--- config.mk ---
export PLATFORM = sky130hd
export DESIGN_NAME = inst_fetch_buffer_flat
export DESIGN_NICKNAME = d
export VERILOG_FILES = /design/src/rtl/fetch_pkg.sv /design/src/rtl/inst_fetch_buffer_if.sv /design/src/rtl/fetch_fifo.sv /design/src/rtl/inst_fetch_buffer.sv /design/src/flat_wrapper.sv
export SDC_FILE = /design/constraint.sdc
export NUM_CORES = 1
export LEC_CHECK = 0
export ABC_CLOCK_PERIOD_IN_PS = 5300
export CAP_MARGIN = 40
export CELL_PAD_IN_SITES_DETAIL_PLACEMENT = 0
export CELL_PAD_IN_SITES_GLOBAL_PLACEMENT = 1
export CORE_MARGIN = 8
export CORE_UTILIZATION = 50
export CTS_CLUSTER_DIAMETER = 60
export CTS_CLUSTER_SIZE = 16
export DETAILED_ROUTE_END_ITERATION = 7
export DONT_BUFFER_PORTS = 1
export GPL_TIMING_DRIVEN = 0
export PLACE_DENSITY_LB_ADDON = 0.1
export SLEW_MARGIN = 25
export SYNTH_ARGS = -nofsm -noshare
export SYNTH_HDL_FRONTEND = slang
export SYNTH_SLANG_ARGS = --single-unit
export TNS_END_PERCENT = 5
--- constraint.sdc ---
create_clock -name clock -period 5.3 [get_ports clock]
set_input_delay 0.53 -clock clock [delete_from_list [all_inputs] [get_ports clock]]
set_output_delay 0.53 -clock clock [all_outputs]
set_load 0.05 [all_outputs]
--- src/rtl/fetch_pkg.sv ---
// Shared types and constants for the instruction fetch buffer.
package fetch_pkg;

    localparam int INST_W      = 32;
    localparam int WORD_ADDR_W = 30;

    localparam logic [31:0] DEFAULT_RESET_PC = 32'h0000_0000;

    typedef enum logic [1:0] {
        IDLE = 2'd0,
        REQ  = 2'd1,
        WAIT = 2'd2,
        DROP = 2'd3
    } state_e;

    typedef struct packed {
        logic [31:0]       pc;
        logic [INST_W-1:0] inst;
    } fifo_entry_t;

endpackage

--- src/rtl/inst_fetch_buffer_if.sv ---
// Instruction-memory request/response and decode-side handshake bundle.
interface inst_fetch_buffer_if;
    import fetch_pkg::*;

    logic                   mem_req;
    logic [WORD_ADDR_W-1:0] mem_addr;
    logic                   mem_gnt;
    logic                   mem_rvalid;
    logic [INST_W-1:0]      mem_rdata;
    logic                   inst_valid;
    logic [INST_W-1:0]      inst;
    logic [31:0]            inst_pc;
    logic                   inst_ready;
    logic                   redirect;
    logic [31:0]            redirect_pc;

    modport master (
        output mem_req, mem_addr, inst_valid, inst, inst_pc,
        input  mem_gnt, mem_rvalid, mem_rdata, inst_ready, redirect, redirect_pc
    );

    modport slave (
        input  mem_req, mem_addr, inst_valid, inst, inst_pc,
        output mem_gnt, mem_rvalid, mem_rdata, inst_ready, redirect, redirect_pc
    );

endinterface

--- src/rtl/fetch_fifo.sv ---
// Synchronous DEPTH-entry FIFO of {pc, inst} with occupancy count and flush.
module fetch_fifo
    import fetch_pkg::*;
#(
    parameter  int DEPTH = 4,
    localparam int PTR_W = $clog2(DEPTH),
    localparam int CNT_W = PTR_W + 1
) (
    input  logic             clock,
    input  logic             reset,
    input  logic             push,
    input  fifo_entry_t      push_data,
    input  logic             pop,
    input  logic             flush,
    output fifo_entry_t      head,
    output logic [CNT_W-1:0] count
);

    fifo_entry_t       mem [DEPTH];
    logic [PTR_W-1:0]  rd_ptr;
    logic [PTR_W-1:0]  wr_ptr;

    always_ff @(posedge clock) begin
        if (reset) begin
            rd_ptr <= '0;
            wr_ptr <= '0;
            count  <= '0;
            for (int i = 0; i < DEPTH; i++) mem[i] <= '0;
        end else if (flush) begin
            rd_ptr <= '0;
            wr_ptr <= '0;
            count  <= '0;
        end else begin
            if (push) begin
                mem[wr_ptr] <= push_data;
                wr_ptr      <= wr_ptr + 1'b1;
            end
            if (pop) rd_ptr <= rd_ptr + 1'b1;
            if (push && !pop)      count <= count + 1'b1;
            else if (pop && !push) count <= count - 1'b1;
        end
    end

    assign head = mem[rd_ptr];

endmodule

--- src/rtl/inst_fetch_buffer.sv ---
// Fetch stage: owns the fetch PC, issues one outstanding word request, buffers responses.
// Optional same-cycle response bypass to decode when FETCH_BYPASS_EN is defined.
//
// state | meaning
// IDLE  | no request, waiting for FIFO credit
// REQ   | mem_req asserted, holding address until grant
// WAIT  | request granted, response will be enqueued
// DROP  | request granted before a redirect, response will be discarded
module inst_fetch_buffer
    import fetch_pkg::*;
#(
    parameter int          DEPTH    = 4,
    parameter logic [31:0] RESET_PC = DEFAULT_RESET_PC
) (
    input logic                 clock,
    input logic                 reset,
    inst_fetch_buffer_if.master bus
);

    localparam int CNT_W = $clog2(DEPTH) + 1;
    localparam int CW    = CNT_W + 1;

    localparam logic [1:0] S_IDLE = IDLE;
    localparam logic [1:0] S_REQ  = REQ;
    localparam logic [1:0] S_WAIT = WAIT;
    localparam logic [1:0] S_DROP = DROP;

    logic [1:0]       state, state_next;
    logic [31:0]      fetch_pc, req_pc;
    logic [CNT_W-1:0] fifo_count;
    logic [CW-1:0]    count_after;
    fifo_entry_t      head, push_data;
    logic             outstanding, credit, credit_after, fire, accept;
    logic             push, pop, fifo_empty, bypass_take;

    assign outstanding  = (state == S_WAIT) || (state == S_DROP);
    assign credit       = ({1'b0, fifo_count} + CW'(outstanding)) < CW'(DEPTH);
    assign fire         = bus.mem_req && bus.mem_gnt;
    assign accept       = (state == S_WAIT) && bus.mem_rvalid && !bus.redirect;
    assign fifo_empty   = (fifo_count == '0);
    assign push         = accept && !bypass_take;
    assign pop          = !fifo_empty && bus.inst_ready && !bus.redirect;
    assign count_after  = {1'b0, fifo_count} + CW'(push) - CW'(pop);
    assign credit_after = count_after < CW'(DEPTH);
    assign push_data    = '{pc: req_pc, inst: bus.mem_rdata};

    assign bus.mem_req  = (state == S_REQ) && credit;
    assign bus.mem_addr = fetch_pc[31:2];

`ifdef FETCH_BYPASS_EN
    assign bypass_take    = accept && fifo_empty && bus.inst_ready;
    assign bus.inst_valid = !fifo_empty || accept;
    assign bus.inst       = (fifo_empty && accept) ? bus.mem_rdata : head.inst;
    assign bus.inst_pc    = (fifo_empty && accept) ? req_pc : head.pc;
`else
    assign bypass_take    = 1'b0;
    assign bus.inst_valid = !fifo_empty;
    assign bus.inst       = head.inst;
    assign bus.inst_pc    = head.pc;
`endif

    always_comb begin
        state_next = state;
        case (state)
            S_IDLE:  if (credit) state_next = S_REQ;
            S_REQ:   if (fire) state_next = S_WAIT;
            S_WAIT:  if (bus.mem_rvalid) state_next = credit_after ? S_REQ : S_IDLE;
            S_DROP:  if (bus.mem_rvalid) state_next = S_REQ;
            default: state_next = S_IDLE;
        endcase
        // A response landing in the redirect cycle retires the outstanding request,
        // so there is nothing left to drop.
        if (bus.redirect) begin
            if ((state == S_REQ && fire) ||
                (outstanding && !bus.mem_rvalid)) state_next = S_DROP;
            else                                  state_next = S_REQ;
        end
    end

    always_ff @(posedge clock) begin
        if (reset) begin
            state    <= S_IDLE;
            fetch_pc <= RESET_PC;
            req_pc   <= '0;
        end else begin
            state <= state_next;
            if (fire) req_pc <= fetch_pc;
            if (bus.redirect)  fetch_pc <= bus.redirect_pc & ~32'd3;
            else if (fire)     fetch_pc <= fetch_pc + 32'd4;
        end
    end

    fetch_fifo #(.DEPTH(DEPTH)) u_fifo (
        .clock     (clock),
        .reset     (reset),
        .push      (push),
        .push_data (push_data),
        .pop       (pop),
        .flush     (bus.redirect),
        .head      (head),
        .count     (fifo_count)
    );

endmodule
--- src/flat_wrapper.sv ---
// flat-port wrapper written by rule: the top's interface ports become plain ports
module inst_fetch_buffer_flat import fetch_pkg::*;
#(
    parameter int          DEPTH    = 4,
    parameter logic [31:0] RESET_PC = DEFAULT_RESET_PC
)
  (clock, reset, bus_mem_req, bus_mem_addr, bus_inst_valid, bus_inst, bus_inst_pc, bus_mem_gnt, bus_mem_rvalid, bus_mem_rdata, bus_inst_ready, bus_redirect, bus_redirect_pc);
  inst_fetch_buffer_if bus_i ();
  input logic clock;
  input logic reset;
  output wire logic [$bits(bus_i.mem_req)-1:0] bus_mem_req;
  output wire logic [$bits(bus_i.mem_addr)-1:0] bus_mem_addr;
  output wire logic [$bits(bus_i.inst_valid)-1:0] bus_inst_valid;
  output wire logic [$bits(bus_i.inst)-1:0] bus_inst;
  output wire logic [$bits(bus_i.inst_pc)-1:0] bus_inst_pc;
  input wire logic [$bits(bus_i.mem_gnt)-1:0] bus_mem_gnt;
  input wire logic [$bits(bus_i.mem_rvalid)-1:0] bus_mem_rvalid;
  input wire logic [$bits(bus_i.mem_rdata)-1:0] bus_mem_rdata;
  input wire logic [$bits(bus_i.inst_ready)-1:0] bus_inst_ready;
  input wire logic [$bits(bus_i.redirect)-1:0] bus_redirect;
  input wire logic [$bits(bus_i.redirect_pc)-1:0] bus_redirect_pc;
  assign bus_mem_req = bus_i.mem_req;
  assign bus_mem_addr = bus_i.mem_addr;
  assign bus_inst_valid = bus_i.inst_valid;
  assign bus_inst = bus_i.inst;
  assign bus_inst_pc = bus_i.inst_pc;
  assign bus_i.mem_gnt = bus_mem_gnt;
  assign bus_i.mem_rvalid = bus_mem_rvalid;
  assign bus_i.mem_rdata = bus_mem_rdata;
  assign bus_i.inst_ready = bus_inst_ready;
  assign bus_i.redirect = bus_redirect;
  assign bus_i.redirect_pc = bus_redirect_pc;
  inst_fetch_buffer #(.DEPTH(DEPTH), .RESET_PC(RESET_PC)) u_core (.clock(clock), .reset(reset), .bus(bus_i));
endmodule
* Yosys cells after proc, flatten, opt, wreduce, memory -nomap -nowiden
Memories as Yosys holds them, arrays and structs flattened. A register that Yosys moved wholly into a read port is not among the register bits. Index checks and enable logic that the tools add are counted.
Word-level totals: register bits after elaboration 73, bits in latches 0, memory bits (writable) 256, ROM bits 0, logic and storage cells 72, memories 1
Cells by class: $add $sub $neg 8, multiply operators 0, div/mod/pow operators 0, $lt $le $gt $ge 2, equality and inequality tests 7, shift operators 0, multiplexer cells 23, bitwise operators 0, reduce and logical (&&, ||, !) cells 24
Memories:
- u_core.u_fifo.mem | words 4, width 64, read ports 1, clocked after Yosys merged registers in 1, write ports 4, RTL line fetch_fifo.sv:19 | fifo_entry_t mem [DEPTH];
Operator list (number):
- 2-to-1 mux 32 bit | 2
- 2-to-1 mux 64 bit | 1
- OR reduction 64 bit | 1
- adder 32 x 3 -> 32 bit (second input constant) | 1
- 2-to-1 mux 2 bit | 9
- logical AND 1 bit | 10
- adder 3 x 1 -> 4 bit | 2
- < comparator 4 x 3 -> 1 bit (second input constant) | 2
- 2-to-1 mux 1 bit | 8
- case mux 2 bit (4 select lines) | 1
- 2-to-1 mux 3 bit | 2
- != test 3 x 2 -> 1 bit (second input constant) | 2
- != test 3 bit (second input constant) | 2
- zero test 1 bit | 5
- adder 2 x 1 -> 2 bit (second input constant) | 2
- == test 2 bit (second input constant) | 2
- AND reduction 4 bit | 1
- nonzero test 2 bit | 2
- subtractor 4 x 1 -> 4 bit | 1
- adder 3 x 1 -> 3 bit (second input constant) | 1
- zero test 3 bit | 1
- subtractor 3 x 1 -> 3 bit (second input constant) | 1
- == test 2 x 1 -> 1 bit (second input constant) | 1
- zero test 2 bit | 1
- other kinds (2) | 3

* Depth between registers and ports, before layout
depth after elaboration 10, gate-level depth with buffers 11

* Cells and area by module
Synthesis repeated with hierarchy kept, for this count alone.
Unflattened totals: cell total of the unflattened synthesis 1129, area total of the unflattened synthesis 14473.9 um^2
Modules (own cells, without submodules):
- fetch_fifo | times used 1, cells an instance 733, area each 11408.4 um^2, sequential area each 7867.5 um^2
- inst_fetch_buffer | times used 1, cells an instance 396, area each 3065.4 um^2, sequential area each 1241.2 um^2

* Worst setup path before layout
Ideal clock, no wire load.
path kind input-to-reg, from in bus_redirect, to mem u_core.u_fifo.mem[1][0] (netlist name) (enable), library setup time 0.495 ns, arrival 4.213 ns, data required time 4.805 ns, path slack 0.592 ns, stages on the path 5, path buffers 2, cells stage by stage clkbuf_1 -> nor4bb_1 -> clkbuf_1 -> nand2_1 -> o21bai_1
RTL lines:
- start: declaration | RTL line flat_wrapper.sv:20 | input wire logic [$bits(bus_i.redirect)-1:0] bus_redirect;
- end: declaration | RTL line fetch_fifo.sv:19

==> metrics.csv <==
metric,value,unit
gp_congestion,0.821,
fin_crit,3110,ps
fin_cells,1485,
row_count,61,
ys.flop_type,edfxtp_1,
critical_path_required,4770,ps
crit_path_end_kind,output port,
wl,33100,um
synth-async-reset-ratio,0,%
clock.fmax,0.322,GHz
muxShareOfSynthArea,9.97,%
synth_cells,1049,
min_path_type,input pin to register,
fill_cells,2333,
yosysTopAreaCell,edfxtp_1,
nets,1163,
cts_tree,yes,
cts_resized,0,
numPortBuffers,0,
drive_gt1_share,12.8,%
ys.warnings.count,0,
die_w,184,um
ys_ff_latch,319,
post-route-drc-count,0,
power.density,337,nW/um2
finalSetupTns,0,ps
start_util,50.8,%
synth_xor_area_share,0.807,%
vias,8494,
grt_usage,19.8,%
grt_pass1_wl,51800,um
antenna_cells,0,
grt_max_degree,42,
htree_levels,1,
ios,166,
synth_top_area_share,52.8,%
setup_viol,0,
crit_type,register to output port,
cts_buffer_depth,3,
design.die.area,33800,um2
p_leak,5.62,nW
relSlewSlack,46.4,%
finalHoldViolCount,0,
synth_area_leaders,"edfxtp_1 53%, dfxtp_1 10%, mux4_2 9.9%",
final_cell_mix,"248 x edfxtp_1, 189 x and2_1, 77 x nand2_1",
cts_root_buffer,clkbuf_16,
final_common_cell,edfxtp_1,
maxSlewViolCount,0,
p_total,5.31,mW
rsz0062_at_grt,no,
maxCapViolations,0,
clkSinkCount,319,
crit_path_max_fanout,10,
ir_drop,238,uV
skew,11.1,ps
tightest_slew,804,ps
synth_compound_area_share,4.58,%
synth.distinct_cells,57,
grt_antenna_before_repair,0,
overflow,0,
final-seq-area,8870,um2
fp.coreArea,27800,um2
ys_seq_area_share,62.9,%
area_growth,11.6,%
synth-simple-area-share,18.3,%
die_h,184,um
synth_edf_count,248,
cts_buffers,28,
drt_iter0_markers,642,
place_inst,1434,
syn_avg_cell_area,13.4,um2
dp.final_hpwl,22600,um
drtPass1Iterations,5,
multiInputGateArea,4890,um2
grt_pass1_vias,8807,
postPlaceCellArea,14800,um2
netlist_area,14100,um2
synth_top_family_by_area,simple AND/OR/NAND/NOR gates,
hold_buffers,0,
synthAdderAreaFrac,0.585,%
cts.clk_slew.worst_paths,70,ps
wl_per_cell,22.3,um
cp.arrival,2580,ps
vias_per_cell,5.72,
antenna_left,0,
clk_latency,540,ps
status,"finished, final reports clean",
start_kind,register,
fin_util,56.7,%
cts_setup_buffers,0,
final_cell_area,15700,um2
finalCritPeriodShare,58.6,%
routing by layer:
metal / global-route usage (%) / part of all wire [%]
met2: 33.7 / 48
met4: 4.45 / 2.1
met3: 4.31 / 7.3
met5: 0 / 0
met1: 25.5 / 42
cell type report:
class,instances,area share (%)
Timing Repair Buffer,7,1.00
Sequential cell,319,56.3
Clock buffer,37,4.99
Tap cell,378,3.00
Multi-Input combinational cell,632,31.0
Clock inverter,13,1.10
Inverter,17,0.405
Buffer,82,2.13
power breakdown:
group / switching, mW / total [mW] / internal (mW) / leakage [nW]
Sequential: 0.117 / 2.89 / 2.78 / 3.14
Clock: 0.919 / 2.12 / 1.20 / 0.463
Combinational: 0.210 / 0.291 / 0.0809 / 2.02
worst max-delay path: stages, from the launching register on:
cell      delay, ps
dfxtp_1         320
clkbuf_1        490
buf_2           470
mux4_2          750
sequential cells by signal, indices dropped and copies added (netlist names), named ones only:
signal	count
u_core.u_fifo.mem	248
u_core.u_fifo.wr_ptr	2
u_core.req_pc	30
u_core.fetch_pc	30
u_core.u_fifo.rd_ptr	2
u_core.u_fifo.count	3
u_core.state	2
cell usage after synthesis, drive strengths merged, types with 2 or more instances:
cell type  number
buf            22
nor3            6
or2             2
and3           66
nand2          78
o21bai          2
a211oi         10
nand3          13
o21a            4
and4            8
a21oi          39
nand4          11
nor4b           2
clkbuf         60
edfxtp        248
ha              5
and2          189
or4            11
a31o            2
a221o           2
or3             9
o21ai           8
dfxtp          71
nor2           41
o31ai          11
xnor2           6
nor3b           2
mux4           62
inv            17
a311oi         14
nor4            4
xor2            7
cell families (layout without fill, tap and decap cells):
group,count (synthesis),count (layout)
flops,319,319
simple gates,450,450
other cells,1,2
compound gates,98,98
mux,63,63
xor+xnor,13,13
fa+ha+maj,6,6
buf+inv,99,156
path summary, 6_finish.rpt:
check        slack, ps                                start                               to  cells past startpoint
min                150                   bus_redirect_pc[9]  u_core.fetch_pc[9]$_SDFFE_PP0P_                      2
max               2190                             register                  bus_inst_pc[17]                      3
min reg2reg        490       u_core.req_pc[28]$_SDFFE_PP0P_   u_core.req_pc[28]$_SDFFE_PP0P_                      2
max reg2reg       2470  u_core.u_fifo.count[0]$_SDFFE_PP0N_     u_core.state[0]$_SDFFE_PP0P_                     10
through the flow:
| stage | setup WS, ps | hold slack (ps) |
|---|---|---|
| 3_5_place_dp | 2170 | 483 |
| 6_report | 2190 | 148 |
| 5_1_grt | 1990 | 136 |
| 2_1_floorplan | 592 | 457 |
| 3_3_place_gp | -1930 | 478 |
| 4_1_cts | 2080 | 128 |
No activity file was read; power rests on OpenSTA's default activity.
